<file path="src/rtl/line_clear_if.sv">
// Board-side and game-side signals of the line-clear sequencer.
// master: the sequencer; slave: the game FSM plus board model it talks to.
interface line_clear_if #(
    parameter int XW = 4,
    parameter int YW = 5
);
    logic          start;
    logic          busy;
    logic          done;
    logic [4:0]    lines_cleared;
    logic [XW-1:0] rx;
    logic [YW-1:0] ry;
    logic          rdata;
    logic          we;
    logic [XW-1:0] wx;
    logic [YW-1:0] wy;
    logic          wdata;

    modport master (
        input  start, rdata,
        output busy, done, lines_cleared, rx, ry, we, wx, wy, wdata
    );

    modport slave (
        output start, rdata,
        input  busy, done, lines_cleared, rx, ry, we, wx, wy, wdata
    );
endinterface

</file>
<file path="src/rtl/line_clear_ctrl.sv">
// Row-clear sequencer: scans rows bottom-up, drops everything above a full row by one,
// then blanks row 0 and re-tests the same row. One board cell is touched per cycle.
module line_clear_ctrl #(
    parameter int COLS = 10,
    parameter int ROWS = 20,
    parameter int XW   = 4,
    parameter int YW   = 5
) (
    input  logic          CLOCK_50,
    input  logic          reset,
    line_clear_if.master  bus
);
    typedef enum logic [2:0] {
        S_IDLE  = 3'd0,
        S_CHECK = 3'd1,
        S_SHIFT = 3'd2,
        S_CLEAR = 3'd3,
        S_DONE  = 3'd4
    } state_t;

    localparam logic [XW-1:0] X_LAST = XW'(COLS - 1);
    localparam logic [YW-1:0] Y_LAST = YW'(ROWS - 1);

    state_t        state_q, state_d;
    logic [YW-1:0] cy_q, cy_d, sy_q, sy_d;
    logic [XW-1:0] cx_q, cx_d, sx_q, sx_d;
    logic [4:0]    count_q, count_d;

    logic          busy_q, done_q, we_q;
    logic [4:0]    lines_q;
    logic [XW-1:0] rx_q, wx_q;
    logic [YW-1:0] ry_q, wy_q;

    // Next-state and cursor update for the scan / shift / clear sequence.
    always_comb begin
        state_d = state_q;
        cy_d    = cy_q;
        cx_d    = cx_q;
        sy_d    = sy_q;
        sx_d    = sx_q;
        count_d = count_q;
        case (state_q)
            S_IDLE: begin
                if (bus.start) begin
                    state_d = S_CHECK;
                    cy_d    = Y_LAST;
                    cx_d    = {XW{1'b0}};
                    count_d = 5'd0;
                end else begin
                    state_d = S_IDLE;
                end
            end
            S_CHECK: begin
                if (!bus.rdata) begin
                    if (cy_q == {YW{1'b0}}) begin
                        state_d = S_DONE;
                    end else begin
                        cy_d = cy_q - YW'(1);
                        cx_d = {XW{1'b0}};
                    end
                end else if (cx_q != X_LAST) begin
                    cx_d = cx_q + XW'(1);
                end else begin
                    count_d = count_q + 5'd1;
                    sx_d    = {XW{1'b0}};
                    if (cy_q == {YW{1'b0}}) begin
                        state_d = S_CLEAR;
                    end else begin
                        state_d = S_SHIFT;
                        sy_d    = cy_q;
                    end
                end
            end
            S_SHIFT: begin
                if (sx_q != X_LAST) begin
                    sx_d = sx_q + XW'(1);
                end else begin
                    sx_d = {XW{1'b0}};
                    if (sy_q == YW'(1)) begin
                        state_d = S_CLEAR;
                    end else begin
                        sy_d = sy_q - YW'(1);
                    end
                end
            end
            S_CLEAR: begin
                if (sx_q != X_LAST) begin
                    sx_d = sx_q + XW'(1);
                end else begin
                    sx_d    = {XW{1'b0}};
                    cx_d    = {XW{1'b0}};
                    state_d = S_CHECK;
                end
            end
            S_DONE: begin
                state_d = S_IDLE;
            end
            default: begin
                state_d = S_IDLE;
            end
        endcase
    end

    // State, counters and outputs; outputs are decoded from the next state so they line up with it.
    always_ff @(posedge CLOCK_50 or posedge reset) begin
        if (reset) begin
            state_q <= S_IDLE;
            cy_q    <= {YW{1'b0}};
            cx_q    <= {XW{1'b0}};
            sy_q    <= {YW{1'b0}};
            sx_q    <= {XW{1'b0}};
            count_q <= 5'd0;
            busy_q  <= 1'b0;
            done_q  <= 1'b0;
            we_q    <= 1'b0;
            lines_q <= 5'd0;
            rx_q    <= {XW{1'b0}};
            ry_q    <= {YW{1'b0}};
            wx_q    <= {XW{1'b0}};
            wy_q    <= {YW{1'b0}};
        end else begin
            state_q <= state_d;
            cy_q    <= cy_d;
            cx_q    <= cx_d;
            sy_q    <= sy_d;
            sx_q    <= sx_d;
            count_q <= count_d;
            busy_q  <= (state_d == S_CHECK) || (state_d == S_SHIFT) || (state_d == S_CLEAR);
            done_q  <= (state_d == S_DONE);
            we_q    <= (state_d == S_SHIFT) || (state_d == S_CLEAR);
            wx_q    <= sx_d;
            wy_q    <= (state_d == S_SHIFT) ? sy_d : {YW{1'b0}};
            if (state_d == S_DONE) begin
                lines_q <= count_d;
            end else begin
                lines_q <= lines_q;
            end
            case (state_d)
                S_CHECK: begin
                    rx_q <= cx_d;
                    ry_q <= cy_d;
                end
                S_SHIFT: begin
                    rx_q <= sx_d;
                    ry_q <= sy_d - YW'(1);
                end
                default: begin
                    rx_q <= {XW{1'b0}};
                    ry_q <= {YW{1'b0}};
                end
            endcase
        end
    end

    // The cell read from the row above is written in the same cycle, so wdata follows rdata.
    always_comb begin
        if (state_q == S_SHIFT) begin
            bus.wdata = bus.rdata;
        end else begin
            bus.wdata = 1'b0;
        end
    end

    assign bus.busy          = busy_q;
    assign bus.done          = done_q;
    assign bus.we            = we_q;
    assign bus.lines_cleared = lines_q;
    assign bus.rx            = rx_q;
    assign bus.ry            = ry_q;
    assign bus.wx            = wx_q;
    assign bus.wy            = wy_q;
endmodule

</file>
<file path="src/flat_wrapper.sv">
// flat-port wrapper written by rule: the top's interface ports become plain ports
module line_clear_ctrl_flat 
#(
    parameter int COLS = 10,
    parameter int ROWS = 20,
    parameter int XW   = 4,
    parameter int YW   = 5
)
  (CLOCK_50, reset, bus_start, bus_rdata, bus_busy, bus_done, bus_lines_cleared, bus_rx, bus_ry, bus_we, bus_wx, bus_wy, bus_wdata);
  line_clear_if #(.XW(XW), .YW(YW)) bus_i ();
  input  logic CLOCK_50;
  input  logic reset;
  input wire logic [$bits(bus_i.start)-1:0] bus_start;
  input wire logic [$bits(bus_i.rdata)-1:0] bus_rdata;
  output wire logic [$bits(bus_i.busy)-1:0] bus_busy;
  output wire logic [$bits(bus_i.done)-1:0] bus_done;
  output wire logic [$bits(bus_i.lines_cleared)-1:0] bus_lines_cleared;
  output wire logic [$bits(bus_i.rx)-1:0] bus_rx;
  output wire logic [$bits(bus_i.ry)-1:0] bus_ry;
  output wire logic [$bits(bus_i.we)-1:0] bus_we;
  output wire logic [$bits(bus_i.wx)-1:0] bus_wx;
  output wire logic [$bits(bus_i.wy)-1:0] bus_wy;
  output wire logic [$bits(bus_i.wdata)-1:0] bus_wdata;
  assign bus_i.start = bus_start;
  assign bus_i.rdata = bus_rdata;
  assign bus_busy = bus_i.busy;
  assign bus_done = bus_i.done;
  assign bus_lines_cleared = bus_i.lines_cleared;
  assign bus_rx = bus_i.rx;
  assign bus_ry = bus_i.ry;
  assign bus_we = bus_i.we;
  assign bus_wx = bus_i.wx;
  assign bus_wy = bus_i.wy;
  assign bus_wdata = bus_i.wdata;
  line_clear_ctrl #(.COLS(COLS), .ROWS(ROWS), .XW(XW), .YW(YW)) u_core (.CLOCK_50(CLOCK_50), .reset(reset), .bus(bus_i));
endmodule
</file>
<file path="config.mk">
export PLATFORM = sky130hd
export DESIGN_NAME = line_clear_ctrl_flat
export DESIGN_NICKNAME = d
export VERILOG_FILES = /design/src/rtl/line_clear_if.sv /design/src/rtl/line_clear_ctrl.sv /design/src/flat_wrapper.sv
export SDC_FILE = /design/constraint.sdc
export NUM_CORES = 1
export LEC_CHECK = 0
export ABC_AREA = 1
export CORE_MARGIN = 2
export CORE_UTILIZATION = 55
export DETAILED_ROUTE_END_ITERATION = 8
export PLACE_DENSITY = 0.79
export SLEW_MARGIN = 5
export SYNTH_ARGS = -nofsm -noshare
export SYNTH_HDL_FRONTEND = slang
export SYNTH_SLANG_ARGS = --single-unit
</file>
<file path="constraint.sdc">
create_clock -name CLOCK_50 -period 2.36 [get_ports CLOCK_50]
set_input_delay 0.472 -clock CLOCK_50 [delete_from_list [all_inputs] [get_ports CLOCK_50]]
set_output_delay 0.472 -clock CLOCK_50 [all_outputs]
set_load 0.02 [all_outputs]
</file>
==> impl_metrics.env <==
export IMPL_status="finished clean"
export IMPL_drc_errors=0
export IMPL_clk_latency_ns=0.30
export IMPL_core_area_um2=4444
export IMPL_path_clk_slew_ns=0.08
export IMPL_cts_buffer_depth=2
export IMPL_portBuffers=30
export IMPL_antenna_cells_inserted=0
export IMPL_synthCells=303
export IMPL_postCtsHoldBufs=0
export IMPL_cp_end_kind="output pin"
export IMPL_post_place_ws_ns=0.004339
export IMPL_syn_num_nets=316
export IMPL_final_nets=361
export IMPL_chipHeight_um=72.56
export IMPL_grt_met3_usage_pct=5.000
export IMPL_io_pins=31
export IMPL_synthToLayoutAreaGrowth_pct=21.06
export IMPL_gp_congestion=0.8539
export IMPL_dr_pass1_iters=4
export IMPL_post_route_util_pct=70.41
export IMPL_min_period_over_period_pct=95.70
export IMPL_dp_hpwl_mm=4.338
export IMPL_cts_buffers_inserted=5
export IMPL_yosysUniqueCellTypes=32
export IMPL_worstSetupStartpointType="input pin"
export IMPL_fin_ws_ns=0.1014
export IMPL_synth_area_um2=2585
export IMPL_synth_top_area_cell="dfrtp_1"
export IMPL_yosysWarnings=0
export IMPL_hp_class="input pin to asynchronous set/reset pin"
export IMPL_tightest_slew_ns=0.4514
export IMPL_final_cells=401
export IMPL_top_usage_layer="met2"
export IMPL_placed_area_um2=3004
export IMPL_synth_avg_cell_area_um2=8.531
export IMPL_placedCellCount=391
export IMPL_fin_crit_ns=2.259
export IMPL_powerDensity_nw_per_um2=466.4
export IMPL_fp_row_count=24
export IMPL_cap_violations=0
export IMPL_grt_max_degree=30
export IMPL_path_cells="clkdlybuf4s50_1 -> inv_2 -> nor2_1 -> clkdlybuf4s50_1"
export IMPL_finalClockSkew_ns=0.003109
export IMPL_final_area_um2=3129
export IMPL_hold_viol=0
export IMPL_ys_seq_elements=48
export IMPL_crit_slowest_cell="clkdlybuf4s50_1"
export IMPL_power_leakage_nw=1.522
export IMPL_vias=2159
export IMPL_grt_pass1_vias=2155
export IMPL_cts_tree="built"
export IMPL_grt_pass1_wl_mm=9.694
export IMPL_drive_above_1_share_pct=17.77
export IMPL_drv_slew=0
export IMPL_use_met2_pct=40.40
export IMPL_finalSetupViolCount=0
export IMPL_antenna_found_initial=0
export IMPL_vias_per_cell=5.384
export IMPL_synth_seq_area_share_pct=46.47
export IMPL_drtIter0Drc=109
export IMPL_grt_usage_pct=24.28
export IMPL_crit_fanout=3
export IMPL_cts_htree_levels=2
export IMPL_clockRootBuffer="clkbuf_8"
export IMPL_ir_drop_v=0.0003623
export IMPL_netlist_area_leader_share_pct=46.47
export IMPL_fin_setup_tns_ns=0
export IMPL_fmax_mhz=442.7
export IMPL_synth_area_leaders="dfrtp_1, nand2_1, nand3_1"
export IMPL_cp_arrival_ns=1.79
export IMPL_die_area_um2=5264
export IMPL_ant_nets=0
export IMPL_use_met1_pct=31.12
export IMPL_cp_data_required_time_ns=1.89
export IMPL_die_w_um=72.56
export IMPL_num_fill_cells=378
export IMPL_max_stage_delay_ns=0.61
export IMPL_routed_wl_mm=5.737
export IMPL_initial_core_util_pct=58.16
export IMPL_cts_sink_count=48
export IMPL_grt_overflow=0
export IMPL_crit_top_cell="clkdlybuf4s50_1"
export IMPL_worstSetupPathType="input pin to output pin"
export IMPL_maxSlewHeadroom_pct=69.86
export IMPL_rsz0062_at_grt="true"
export IMPL_drt_wirelength_per_cell_um=14.31
==> Yosys cell counts <==
cell type and count:
nand2_1 62, dfrtp_1 48, inv_1 31, nand3_1 25
o21ai_0 23, nor2_1 22, inv_2 13, a21oi_1 11
ha_1 9, nand2_2 9, nand4_1 6, nor2_2 6
o21ai_1 6, nand3_4 4, xor2_1 4, nor2_4 3
nor3_1 3, a31oi_1 2, o32ai_1 2, xnor2_1 2
a211oi_2 1, a21oi_2 1, buf_6 1, mux2_2 1
nand2_4 1, nand3_2 1, nand3b_1 1, nor2_8 1
nor3_2 1, nor3_4 1, o211ai_1 1, o22ai_1 1
==> final timing paths <==
path	from	end	slack, ns	cells after the start
worst max-delay path	bus_rdata	bus_wdata	0.10	4
worst min-delay path	reset	u_core.cx_q[2]	0.49	2
worst max register to register	u_core.sx_q[1]	u_core.bus.ry[4]	0.14	14
worst min register to register	u_core.bus.lines_cleared[0]	u_core.bus.lines_cleared[0]	0.53	1
max in group asynchronous	reset	u_core.bus.wy[2]	1.37	3
min in group CLOCK_50	u_core.bus.lines_cleared[0]	u_core.bus.lines_cleared[0]	0.53	1
==> state kept, by name, summed over array words and instances (netlist names), 5 cells and up <==
name / flops
u_core.cy_q: 5
u_core.bus.lines_cleared: 5
u_core.bus.wy: 5
u_core.bus.ry: 5
u_core.count_q: 5
u_core.sy_q: 5
==> metrics by stage <==
step,hold WS (ns),power (mW)
detailed placement,0.5115,0.8979
CTS,0.5000,1.476
global placement,0.4958,0.8955
finish,0.4921,1.459
global route,0.5320,1.510
floorplan,0.4871,0.8731
==> placed cells by master (no fill, tap or decap), types with 2 or more instances in the layout <==
cell type	netlist	layout
dfrtp_2	0	2
xor2_1	4	4
o21ai_0	23	23
buf_4	0	8
nand3_1	25	25
dfrtp_1	48	46
nor2_1	22	22
nor2_4	3	3
a21oi_1	11	11
ha_1	9	9
nand2_1	62	62
nand4_1	6	6
inv_1	31	30
clkbuf_8	0	5
clkdlybuf4s50_1	0	30
nor2_2	6	6
o21ai_1	6	6
nor3_1	3	3
a31oi_1	2	2
xnor2_1	2	2
o32ai_1	2	2
nand3_4	4	4
inv_2	13	14
nand2_2	9	9
==> timing repair <==
item | CTS | global route
buffers inserted | 0 | 2
resized for setup | 0 | 2
setup endpoints to repair | 0 | 2
==> cell families (layout without fill, tap and decap cells) <==
group                      after synthesis  count (layout)  share of synthesized area (%)
buffers and inverters                   45              91                          6.825
muxes                                    1               1                         0.4356
adders and majority gates                9               9                          4.356
and+or+nand+nor                        146             146                          29.62
AOI/OAI and AO/OA                       48              48                          10.26
DFF                                     48              48                          46.47
xor gates and xnor gates                 6               6                          2.033
==> final cells by class <==
class	count	area, um2	share of cell area (%)
sequential	48	1204	38.46
clock buffer	6	72.57	2.319
inverter	44	165.2	5.278
multi-input combinational	210	1207	38.58
tap	52	65.06	2.079
clock inverter	2	35.03	1.120
timing repair buffer	39	380.4	12.16
==> metal layers <==
| metal | up-vias | wire length [um] |
|---|---|---|
| met5 | - | 0 |
| met4 | 0 | 112 |
| met3 | 12 | 213 |
| met2 | 44 | 2854 |
| met1 | 1025 | 2556 |
| li1 | 1078 | - |
==> power breakdown <==
| part | switching [mW] | leakage [nW] | internal [mW] |
|---|---|---|---|
| clock network | 0.265 | 0.0552 | 0.314 |
| registers | 0.00329 | 0.568 | 0.826 |
| logic | 0.0342 | 0.899 | 0.0166 |
| total | 0.303 | 1.52 | 1.16 |
==> worst max-delay path, delay by kind of cell <==
| kind | cells | cell delay, ns |
|---|---|---|
| buffers and inverters | 3 | 1.19 |
| AND/OR/NAND/NOR | 1 | 0.12 |
(Power assumes the default switching activity.)
